## src/rtl/galaxian_load_pkg.sv

```systemverilog
// rtl/galaxian_load_pkg.sv - shared loader states and download index codes
package galaxian_load_pkg;

  typedef enum logic [1:0] {
    IDLE = 2'd0,
    LOAD = 2'd1,
    HOLD = 2'd2,
    RUN  = 2'd3
  } load_state_t;

  localparam logic [7:0] IDX_ROM = 8'd0;
  localparam logic [7:0] IDX_MOD = 8'd1;
  localparam logic [7:0] IDX_DIP = 8'd254;

  // True when no address bit at or above bit aw is set.
  function automatic logic addr_fits(input logic [24:0] addr, input int aw);
    return (addr >> aw) == 25'd0;
  endfunction

endpackage

```

## src/rtl/rom_loader_if.sv

```systemverilog
// rtl/rom_loader_if.sv - HPS ioctl download bus
interface rom_loader_if;

  logic        ioctl_download;
  logic        ioctl_wr;
  logic [7:0]  ioctl_index;
  logic [24:0] ioctl_addr;
  logic [7:0]  ioctl_dout;

  modport master (
    output ioctl_download,
    output ioctl_wr,
    output ioctl_index,
    output ioctl_addr,
    output ioctl_dout
  );

  modport slave (
    input ioctl_download,
    input ioctl_wr,
    input ioctl_index,
    input ioctl_addr,
    input ioctl_dout
  );

endinterface

```

## src/rtl/rom_loader.sv

```systemverilog
// rtl/rom_loader.sv - routes HPS downloads to core ROM, mod byte and DIP bytes
// and holds the core in reset until a ROM load completes.
module rom_loader
  import galaxian_load_pkg::*;
#(
  parameter int ROM_AW      = 16,
  parameter int HOLD_CYCLES = 16
) (
  input  logic              clk_sys,
  input  logic              reset,
  rom_loader_if.slave       ioctl,
  output logic [ROM_AW-1:0] rom_addr,
  output logic [7:0]        rom_data,
  output logic              rom_wr,
  output logic [7:0]        mod_id,
  output logic [63:0]       sw_flat,
  output logic              core_reset,
  output logic              load_done,
  output logic [ROM_AW:0]   byte_count,
  output logic [7:0]        checksum,
  output logic              overflow
);

  localparam int CW = $clog2(HOLD_CYCLES) + 1;
  localparam logic [CW-1:0]   HOLD_INIT = CW'(HOLD_CYCLES - 1);
  localparam logic [ROM_AW:0] COUNT_MAX = {1'b1, {ROM_AW{1'b0}}};

  load_state_t r_state;
  load_state_t w_state_nxt;
  logic [CW-1:0] r_hold_cnt;
  logic [CW-1:0] w_hold_cnt_nxt;

  logic [ROM_AW-1:0] r_rom_addr;
  logic [7:0]        r_rom_data;
  logic              r_rom_wr;
  logic [7:0]        r_mod_id;
  logic [7:0][7:0]   r_sw;
  logic [ROM_AW:0]   r_byte_count;
  logic [7:0]        r_checksum;
  logic              r_overflow;

  logic w_is_rom;
  logic w_rom_strobe;
  logic w_addr_fits;
  logic w_rom_accept;
  logic w_rom_reject;
  logic w_load_entry;
  logic w_mod_wr;
  logic w_dip_wr;

  assign w_is_rom     = (ioctl.ioctl_index == IDX_ROM);
  assign w_addr_fits  = addr_fits(ioctl.ioctl_addr, ROM_AW);
  // Still LOAD in the cycle download falls, so a coincident last byte lands.
  assign w_rom_strobe = ioctl.ioctl_wr && w_is_rom && (r_state == LOAD);
  assign w_rom_accept = w_rom_strobe && w_addr_fits;
  assign w_rom_reject = w_rom_strobe && !w_addr_fits;
  assign w_load_entry = (r_state != LOAD) && (w_state_nxt == LOAD);
  assign w_mod_wr     = ioctl.ioctl_wr && (ioctl.ioctl_index == IDX_MOD)
                        && (ioctl.ioctl_addr == 25'd0);
  assign w_dip_wr     = ioctl.ioctl_wr && (ioctl.ioctl_index == IDX_DIP)
                        && (ioctl.ioctl_addr[24:3] == 22'd0);

  always_ff @(posedge clk_sys) begin
    if (reset) begin
      r_state    <= IDLE;
      r_hold_cnt <= '0;
    end else begin
      r_state    <= w_state_nxt;
      r_hold_cnt <= w_hold_cnt_nxt;
    end
  end

  always_comb begin
    w_state_nxt    = r_state;
    w_hold_cnt_nxt = r_hold_cnt;
    case (r_state)
      IDLE, RUN: begin
        if (ioctl.ioctl_download && w_is_rom) w_state_nxt = LOAD;
      end
      LOAD: begin
        if (!ioctl.ioctl_download) begin
          w_state_nxt    = HOLD;
          w_hold_cnt_nxt = HOLD_INIT;
        end
      end
      HOLD: begin
        if (r_hold_cnt == '0) w_state_nxt = RUN;
        else                  w_hold_cnt_nxt = r_hold_cnt - 1'b1;
      end
      default: w_state_nxt = IDLE;
    endcase
  end

  always_ff @(posedge clk_sys) begin
    if (reset) begin
      r_rom_wr     <= 1'b0;
      r_rom_addr   <= '0;
      r_rom_data   <= '0;
      r_mod_id     <= 8'h00;
      r_sw         <= {8{8'hFF}};
      r_byte_count <= '0;
      r_checksum   <= '0;
      r_overflow   <= 1'b0;
    end else begin
      r_rom_wr <= w_rom_accept;
      if (w_rom_accept) begin
        r_rom_addr <= ioctl.ioctl_addr[ROM_AW-1:0];
        r_rom_data <= ioctl.ioctl_dout;
      end
      if (w_load_entry) begin
        r_byte_count <= '0;
        r_checksum   <= '0;
        r_overflow   <= 1'b0;
      end else begin
        if (w_rom_accept) begin
          if (r_byte_count != COUNT_MAX) r_byte_count <= r_byte_count + 1'b1;
          r_checksum <= r_checksum + ioctl.ioctl_dout;
        end
        if (w_rom_reject) r_overflow <= 1'b1;
      end
      if (w_mod_wr) r_mod_id <= ioctl.ioctl_dout;
      if (w_dip_wr) r_sw[ioctl.ioctl_addr[2:0]] <= ioctl.ioctl_dout;
    end
  end

  assign rom_addr   = r_rom_addr;
  assign rom_data   = r_rom_data;
  assign rom_wr     = r_rom_wr;
  assign mod_id     = r_mod_id;
  assign sw_flat    = r_sw;
  assign core_reset = (r_state != RUN);
  assign load_done  = (r_state == RUN);
  assign byte_count = r_byte_count;
  assign checksum   = r_checksum;
  assign overflow   = r_overflow;

endmodule

```

## src/flat_wrapper.sv

```systemverilog
// flat-port wrapper written by rule: the top's interface ports become plain ports
module rom_loader_flat import galaxian_load_pkg::*;
#(
  parameter int ROM_AW      = 16,
  parameter int HOLD_CYCLES = 16
)
  (clk_sys, reset, rom_addr, rom_data, rom_wr, mod_id, sw_flat, core_reset, load_done, byte_count, checksum, overflow, ioctl_ioctl_download, ioctl_ioctl_wr, ioctl_ioctl_index, ioctl_ioctl_addr, ioctl_ioctl_dout);
  rom_loader_if ioctl_i ();
  input  logic clk_sys;
  input  logic reset;
  output logic [ROM_AW-1:0] rom_addr;
  output logic [7:0] rom_data;
  output logic rom_wr;
  output logic [7:0] mod_id;
  output logic [63:0] sw_flat;
  output logic core_reset;
  output logic load_done;
  output logic [ROM_AW:0] byte_count;
  output logic [7:0] checksum;
  output logic overflow;
  input wire logic [$bits(ioctl_i.ioctl_download)-1:0] ioctl_ioctl_download;
  input wire logic [$bits(ioctl_i.ioctl_wr)-1:0] ioctl_ioctl_wr;
  input wire logic [$bits(ioctl_i.ioctl_index)-1:0] ioctl_ioctl_index;
  input wire logic [$bits(ioctl_i.ioctl_addr)-1:0] ioctl_ioctl_addr;
  input wire logic [$bits(ioctl_i.ioctl_dout)-1:0] ioctl_ioctl_dout;
  assign ioctl_i.ioctl_download = ioctl_ioctl_download;
  assign ioctl_i.ioctl_wr = ioctl_ioctl_wr;
  assign ioctl_i.ioctl_index = ioctl_ioctl_index;
  assign ioctl_i.ioctl_addr = ioctl_ioctl_addr;
  assign ioctl_i.ioctl_dout = ioctl_ioctl_dout;
  rom_loader #(.ROM_AW(ROM_AW), .HOLD_CYCLES(HOLD_CYCLES)) u_core (.clk_sys(clk_sys), .reset(reset), .ioctl(ioctl_i), .rom_addr(rom_addr), .rom_data(rom_data), .rom_wr(rom_wr), .mod_id(mod_id), .sw_flat(sw_flat), .core_reset(core_reset), .load_done(load_done), .byte_count(byte_count), .checksum(checksum), .overflow(overflow));
endmodule
```

## config.mk

```make
export PLATFORM = sky130hd
export DESIGN_NAME = rom_loader_flat
export DESIGN_NICKNAME = d
export VERILOG_FILES = /design/src/rtl/galaxian_load_pkg.sv /design/src/rtl/rom_loader_if.sv /design/src/rtl/rom_loader.sv /design/src/flat_wrapper.sv
export SDC_FILE = /design/constraint.sdc
export NUM_CORES = 1
export LEC_CHECK = 0
export CORE_MARGIN = 2
export CORE_UTILIZATION = 55
export DETAILED_ROUTE_END_ITERATION = 8
export DONT_BUFFER_PORTS = 1
export HOLD_SLACK_MARGIN = 0.02
export PLACE_DENSITY = 0.69
export SLEW_MARGIN = 20
export SYNTH_ARGS = -nofsm -noshare
export SYNTH_HDL_FRONTEND = slang
export SYNTH_SLANG_ARGS = --single-unit
```

## constraint.sdc

```tcl
create_clock -name clk_sys -period 5.72 [get_ports clk_sys]
set_input_delay 0.572 -clock clk_sys [delete_from_list [all_inputs] [get_ports clk_sys]]
set_output_delay 0.572 -clock clk_sys [all_outputs]
set_load 0.05 [all_outputs]
```

-- After elaboration in Yosys (flattened, before gate mapping)
Index checks and enable logic that the tools add are counted.
- add/subtract/negate cells: 3
- equality and inequality tests: 11
- multiplexer cells: 10
- reduce and logical (&&, ||, !) cells: 23
- $lt $le $gt $ge: 2
- operators by type and width (operator ; number):
    $bwmux 64 ; 1
    $logic_not 25->1 ; 2
    $demux 8 s3 ; 1
    $logic_not 22->1 ; 1
    $add 17x1->17 const B ; 1
    $ne 17x17->1 const B ; 1
    $logic_and 1x1->1 ; 11
    $mux 5 ; 2
    $pmux 5 s2 ; 1
    $add 8x8->8 ; 1
    $eq 8x1->1 const B ; 1
    $eq 8x8->1 const B ; 1
    $logic_not 8->1 ; 1
    $mux 8 ; 1
    $mux 2 ; 3
    $ne 2x2->1 const B ; 3
    $pmux 2 s3 ; 1
    $logic_not 5->1 ; 1
    $sub 5x1->5 const B ; 1
    $eq 2x1->1 const B ; 2
    $eq 2x2->1 const B ; 2
    $lt 3x4->1 const B ; 1
    $reduce_or 2->1 ; 2
    $ge 3x1->1 const B ; 1
    6 further kinds ; 6
- input bits: 45
- bits in registers: 130
- output and inout bits: 125

-- Logic depth before layout (Yosys ltp)
Gate-level depths: netlist of run 1.
- depth after elaboration: 7
- gate-level depth with buffers: 8
- gate-level depth less buffers: 7

-- Least setup slack after synthesis of run 1
Ideal clock, no wire load.
- kind: flip-flop to flip-flop
- start: register u_core.r_byte_count[0], in the netlist u_core.byte_count[0]
- end: register u_core.r_byte_count[16], in the netlist u_core.byte_count[16]
- path slack: 3.482 ns
- path buffers: 1
- data arrival time: 2.168 ns
- stages on the path, launching flop included: 9
- data required time: 5.650 ns
- path through: dfxtp_1 -> inv_1 -> ha_1 -> nor4b_1 -> nand4_1 -> clkbuf_1 -> nand3_1 -> or3_1 -> a21oi_1
- cells in the longest elaborated chain, start to end: 2
- elaborated cells between the ends (all ways): 3
- those cells by class: 1 x add/sub; 1 x eq/ne; 1 x reduce/logical
- RTL lines (element ; RTL line ; text):
    start, declared ; rom_loader.sv:38 ; logic [ROM_AW:0] r_byte_count;
    start signal, assigned ; rom_loader.sv:116 ; if (r_byte_count != COUNT_MAX) r_byte_count <= r_byte_count + 1'b1;
    branches (longest 2 deep; another with $add 17x1->17) ; n/a ;
Parallel ways; which one is timed is not known.
A chain may end at the register's enable or synchronous reset.

-- Worst setup path after layout of run 1
- start: register u_core.r_state[0]
- end: register u_core.r_byte_count[12], in the netlist u_core.byte_count[12]
- cells in the longest elaborated chain, start to end: 6
- elaborated cells between the ends (all ways): 16
- those cells by class: 5 x eq/ne; 4 x mux; 7 x reduce/logical
- RTL lines (element ; RTL line ; text):
    start, declared ; rom_loader.sv:28 ; load_state_t r_state;
    start signal, assigned ; rom_loader.sv:68 ; r_state <= w_state_nxt;
    $eq 2x2->1 or $logic_not 2->1 (tied branches) ; rom_loader.sv:76 ; case (r_state)
    $reduce_or 2->1 ; rom_loader.sv:76 ;
    $pmux 2 s3 ; rom_loader.sv:76 ;
    $eq 2x1->1 ; rom_loader.sv:57 ; assign w_load_entry = (r_state != LOAD) && (w_state_nxt == LOAD);
    $logic_and 1x1->1 ; rom_loader.sv:57 ;
    $reduce_or 2->1 (no source line) ; n/a ;
Several ways; a longest one is shown, not always the timed one.

==> flow_summary.ini, run 1 <==
[synth]
synth_edf_count = 0
synth_fp_nets = 671
avgSynthCellArea_um2 = 9.12
seq_area_frac_synth = 0.468
synth_seq_cells = 130
netlist_area_mm2 = 0.00556
async_flop_share = 0
netlist_instances = 610
ys.flop_type = dfxtp_1
ys_types = 51
yosysWarningCount = 0

[drt]
drc = 0
dr.pass1.iters = 7
wl_mm = 13.5
routedWlPerCell_um = 18.1
viasPerCell = 5.81
via_count = 4325
ant_nets = 0
dr.first_iter.drc_count = 244

[setup_path]
path_max_fanout = 26
crit_slowest_cell = o31ai_4
path_cells = inv_1, ha_1, nor4b_2, a211oi_1, or3_4, o31ai_4, nor2_1
critPathMaxStageDelay_ns = 0.89
cp.required_ns = 6.07
cp.arrival_ns = 3.12
crit_type = flop to flop
crit_family = compound AO/OA/AOI/OAI gates
startpoint_type = flop
path_buf_inv = 1
crit_path_end_kind = flop

[floorplanning]
initial_core_util = 0.569
core_mm2 = 0.00977
die_w_um = 105
dieArea_mm2 = 0.0109
std_cell_rows = 36
ios = 170
dieHeight_um = 105

[clock_network]
root_buffer = clkbuf_8
postCtsSetupBuffers = 0
cts_tree = done
cts_made_buffers = 17
hold_buffers = 0
clock_sinks = 130
htree_levels = 4
clk_path_buf_depth = 2
cts.clk_slew.worst_paths_ns = 0.06
clk_latency_ns = 0.51
cts_resized = 0

[global_routing]
grt_overflow = 0
grt_use_total = 0.251
grt_pass1_wl_mm = 21.9
grt_util_met2 = 0.414
use_met1 = 0.303
use_met3 = 0.0905
first_global_vias = 4147
antenna_found_initial = 0
grt_max_degree = 113
busiest_layer = met2

[layout]
drive_gt1_frac = 0.0752
layout.nets = 660
fillers = 855
diodes = 0
area_growth_pct = 10.8

[sta]
post-route-period-util = 0.484
setup_ws_ns = 2.95
hold_viol = 0
final_max_slew_viol_count = 0
tightest_slew_ns = 1.07
finalSetupViolations = 0
fin_skew_ns = 0.00660
fmax_mhz = 361
fin_setup_tns_ns = 0
holdWs_ns = 0.129
rsz0062_at_grt = no
max_slew_margin = 0.290
period_minus_slack_ns = 2.77

[status]
outcome = complete, no violations

[place]
pre_cts_slack_ns = 2.94
io_buffers = 0
place_hpwl_mm = 9.43
gp_congestion = 0.816

[power]
total_power_uw = 2160
max-vdd-ir-drop_mv = 0.228
power_density_mw_per_mm2 = 350
p_leak_uw = 0.00239

[job]
maxCapViolCount = 0

[hold_path]
hold_class = primary input to flop
## routing by layer
metal,share of wire,vias up
met3,0.085,16
met1,0.41,2057
met4,0.012,0
met5,0,-
met2,0.49,153
li1,-,2099
## synth_stat cells, drive strengths merged, types with 2 or more instances
master / number / area (um2)
o31ai: 2 / 28.8
dfxtp: 130 / 2600
a311oi: 4 / 35.0
and3: 5 / 31.3
mux2i: 72 / 721
inv: 14 / 52.6
ha: 15 / 188
nand3b: 2 / 15.0
nand2b: 2 / 12.5
nor4b: 4 / 41.3
or3: 8 / 55.1
clkbuf: 19 / 71.3
nor2: 105 / 394
nand2: 69 / 262
nand3: 14 / 75.1
and3b: 2 / 17.5
o2111ai: 2 / 17.5
nor3: 10 / 61.3
buf: 13 / 87.6
a211oi: 5 / 37.5
nand4: 16 / 100
a21oi: 44 / 220
o21ai: 10 / 50.1
or4: 3 / 22.5
nor4: 11 / 118
and2: 4 / 25.0
xor2: 11 / 96.3
xnor2: 2 / 17.5
## metrics by stage
| stage | std cells | utilization | cell area, um2 |
|---|---|---|---|
| final | 745 | 0.630 | 6160 |
| after floorplan | 610 | - | 5560 |
| after global routing | 745 | 0.630 | 6160 |
| after detailed placement | 713 | 0.571 | 5580 |
| after CTS | 745 | 0.630 | 6160 |
| after global placement | 713 | 0.571 | 5580 |
## sequential cells by signal, indices dropped and copies added (netlist names)
signal / cells
u_core.byte_count: 17
u_core.rom_wr: 1
u_core.sw_flat: 64
u_core.rom_addr: 16
u_core.mod_id: 8
u_core.r_state: 2
u_core.r_hold_cnt: 5
u_core.checksum: 8
u_core.overflow: 1
u_core.rom_data: 8
## cell usage in the layout (no fill, tap or decap), types with 3 or more instances in the layout
master       n
dfxtp_1    130
nor2_1     105
mux2i_1     72
nand2_1     68
a21oi_1     44
nand4_1     16
clkbuf_16   16
ha_1        15
inv_1       13
nand3_1     13
xor2_1      11
o21ai_0     10
nor3_1       9
or3_1        7
nor4_1       6
and3_1       5
a211oi_1     5
clkinv_2     5
and2_1       4
a311oi_1     4
nor4_2       3
nor4b_1      3
or4_1        3
clkbuf_8     3
clkinv_4     3
## final timing paths
kind | start | endpoint | slack [ns] | depth (start not counted)
worst max-delay path | u_core.r_state[0] | u_core.byte_count[12] | 2.95 | 7
worst min-delay path | reset | u_core.mod_id[1] | 0.13 | 1
worst max register to register | u_core.r_state[0] | u_core.byte_count[12] | 2.95 | 7
worst min register to register | u_core.r_hold_cnt[0] | u_core.r_hold_cnt[0] | 0.50 | 1
## report_power, final
part / switching [uW] / internal, uW
Sequential: 19.5 / 922
Clock: 395 / 642
Combinational: 107 / 69.6
## kinds of logic (layout without fill, tap and decap cells)
group | after synthesis | after routing | synth area share
compound gates | 74 | 74 | 0.0799
xor+xnor | 13 | 13 | 0.0205
fa+ha+maj | 16 | 16 | 0.0374
buf+inv | 46 | 48 | 0.0380
flops | 130 | 130 | 0.468
mux | 72 | 72 | 0.130
simple gates | 259 | 259 | 0.227
## final cells by class
class | count | area [um2] | share of cell area
clock buffers | 19 | 442 | 0.0717
repair buffers | 2 | 15.0 | 0.00244
well taps | 133 | 166 | 0.0270
clock inverters | 13 | 135 | 0.0219
multi-input cells | 434 | 2750 | 0.446
inverters | 14 | 52.6 | 0.00853
flip-flops and latches | 130 | 2600 | 0.423
No activity file was read; power rests on OpenSTA's default activity.
==> run 2, diff against run 1 <==
--- a/config.mk
+++ b/config.mk
@@ -5,6 +5,7 @@
 export SDC_FILE = /design/constraint.sdc
 export NUM_CORES = 1
 export LEC_CHECK = 0
+export ABC_AREA = 1
 export CORE_MARGIN = 2
 export CORE_UTILIZATION = 55
 export DETAILED_ROUTE_END_ITERATION = 8
==> constraint.sdc (replaced) <==
create_clock -name clk_sys -period 2.7 [get_ports clk_sys]
set_input_delay 0.27 -clock clk_sys [delete_from_list [all_inputs] [get_ports clk_sys]]
set_output_delay 0.27 -clock clk_sys [all_outputs]
set_load 0.05 [all_outputs]
==> run 2 against run 1 <==
Net effect: sequential power grew 110%; register-to-register slack lost 2.5 ns; critical path depth grew 2; maximum frequency grew 26%; die area grew 14%; utilization grew 2.2 points; critical path type unchanged; combinational power grew 52%.
==> flow_summary.ini, run 2 <==
[sta]
fin_skew_ns = 0.00489
period_minus_slack_ns = 2.20
fin_setup_tns_ns = 0
max_slew_margin = 0.376
holdWs_ns = 0.0301
final_max_slew_viol_count = 0
finalSetupViolations = 0
hold_viol = 0
setup_ws_ns = 0.499
tightest_slew_ns = 0.937
rsz0062_at_grt = no
fmax_mhz = 454
post-route-period-util = 0.815

[global_routing]
grt_max_degree = 99
first_global_vias = 5845
grt_pass1_wl_mm = 28.8
grt_overflow = 0
grt_use_total = 0.288
antenna_found_initial = 1

[drt]
routedWlPerCell_um = 16.4
viasPerCell = 5.73
ant_nets = 0
dr.first_iter.drc_count = 524
wl_mm = 18.0
drc = 0
via_count = 6282
dr.pass1.iters = 5

[synth]
synth_fp_nets = 976
synth_area_leader_cell = dfxtp_1
netlist_area_mm2 = 0.00639
netlist_instances = 915
ys_types = 31
synth.most_common_cell = nand2_1
yosysWarningCount = 0
ys_top_cells_by_count = nand2_1, dfxtp_1, nand3_1, nor2_1, inv_1
avgSynthCellArea_um2 = 6.99
async_flop_share = 0
synth_seq_cells = 130
synth_edf_count = 0
seq_area_frac_synth = 0.407
yosys.area.top_type_share = 0.407
netlist_top_cells_area = dfxtp_1, nand2_1, nand3_1, nand4_1, nor2_1
ys.flop_type = dfxtp_1

[clock_network]
root_buffer = clkbuf_16
cts_resized = 0
cts_tree = done
cts_made_buffers = 17
htree_levels = 4
clk_latency_ns = 0.42
clock_sinks = 130
cts.clk_slew.worst_paths_ns = 0.06
clk_path_buf_depth = 2

[place]
io_buffers = 0
gp_congestion = 0.917
pre_cts_slack_ns = 0.536
place_hpwl_mm = 12.4

[power]
total_power_uw = 4750
power_density_mw_per_mm2 = 641
p_leak_uw = 0.00336
max-vdd-ir-drop_mv = 0.635

[floorplanning]
std_cell_rows = 39
dieArea_mm2 = 0.0125
die_w_um = 112
core_mm2 = 0.0114
dieHeight_um = 112
ios = 170
initial_core_util = 0.562

[status]
outcome = complete, no violations

[layout]
layout_common_cells = nand2_1, dfxtp_1, nand3_1
drive_gt1_frac = 0.0977
area_growth_pct = 15.9
final_common_cell = nand2_1
fillers = 1068
layout.nets = 1000
largest_reg_flops = 64
fin_util = 0.652

[setup_path]
startpoint_type = flop
path_max_fanout = 15
crit_type = flop to flop
cp.arrival_ns = 2.51
crit_path_end_kind = flop
cp.required_ns = 3.01

[hold_path]
hold_class = primary input to flop

[job]
maxCapViolCount = 0
==> run 2: layout make-up <==
class,count,area (um2),area share
clock inverter,12,204,0.0275
multi-input combinational,648,3220,0.435
timing repair buffer,48,393,0.0530
inverter,94,353,0.0476
tap,143,179,0.0241
antenna,1,2.50,0.000338
sequential,130,2600,0.351
clock buffer,20,457,0.0616
==> run 2: where the power goes <==
part	total, uW	leakage, uW	switching, uW	internal [uW]
clock network	2540	0.000313	850	1690
logic	269	0.00200	180	89.1
registers	1940	0.00105	12.0	1930
total	4750	0.00336	1040	3710
==> run 2: stage by stage <==
step | std cells | area, um2
after floorplan | 915 | 6390
after global placement | 1050 | 6620
after detailed placement | 1050 | 6620
after CTS | 1095 | 7410
after global routing | 1096 | 7410
final | 1096 | 7410
==> run 2: final timing paths <==
kind / end / cells past startpoint / slack, ns / startpoint
setup reg to reg: u_core.byte_count[11] / 9 / 0.50 / u_core.r_state[1]
hold reg to reg: u_core.r_hold_cnt[4] / 2 / 0.48 / u_core.r_hold_cnt[4]
hold / removal: u_core.sw_flat[48] / 2 / 0.03 / ioctl_ioctl_dout[0]
setup / recovery: u_core.byte_count[11] / 9 / 0.50 / u_core.r_state[1]
==> run 2: cells by family after synthesis <==
group | Yosys count | share of synthesized area
flops | 130 | 0.407
compound gates | 71 | 0.0564
fa+ha+maj | 16 | 0.0325
buf+inv | 137 | 0.0892
xor+xnor | 9 | 0.0123
simple gates | 552 | 0.403
==> run 2: timing repair <==
action                                  in CTS  in global routing
hold endpoints to repair                    27                  0
hold buffers                                13                  0
buffers inserted                             0                  0
endpoints found under the setup margin       0                  0
==> run 2: critical path, stage by stage, from the launching register on <==
cell     delay (ns)
dfxtp_1        0.40
inv_1          0.09
ha_1           0.25
inv_1          0.10
a21oi_1        0.05
o21ai_0        0.23
nand3_1        0.15
o21ai_2        0.43
buf_4          0.31
nor2_1         0.07
==> run 2: layer usage <==
metal | part of all wire | up-vias | wire length (um) | GRT usage
met1 | 0.41 | 2898 | 7300 | 0.337
met2 | 0.47 | 242 | 8470 | 0.471
met3 | 0.090 | 52 | 1630 | 0.0996
met5 | 0 | - | 0 | 0
li1 | - | 3090 | - | -
met4 | 0.032 | 0 | 584 | 0.140
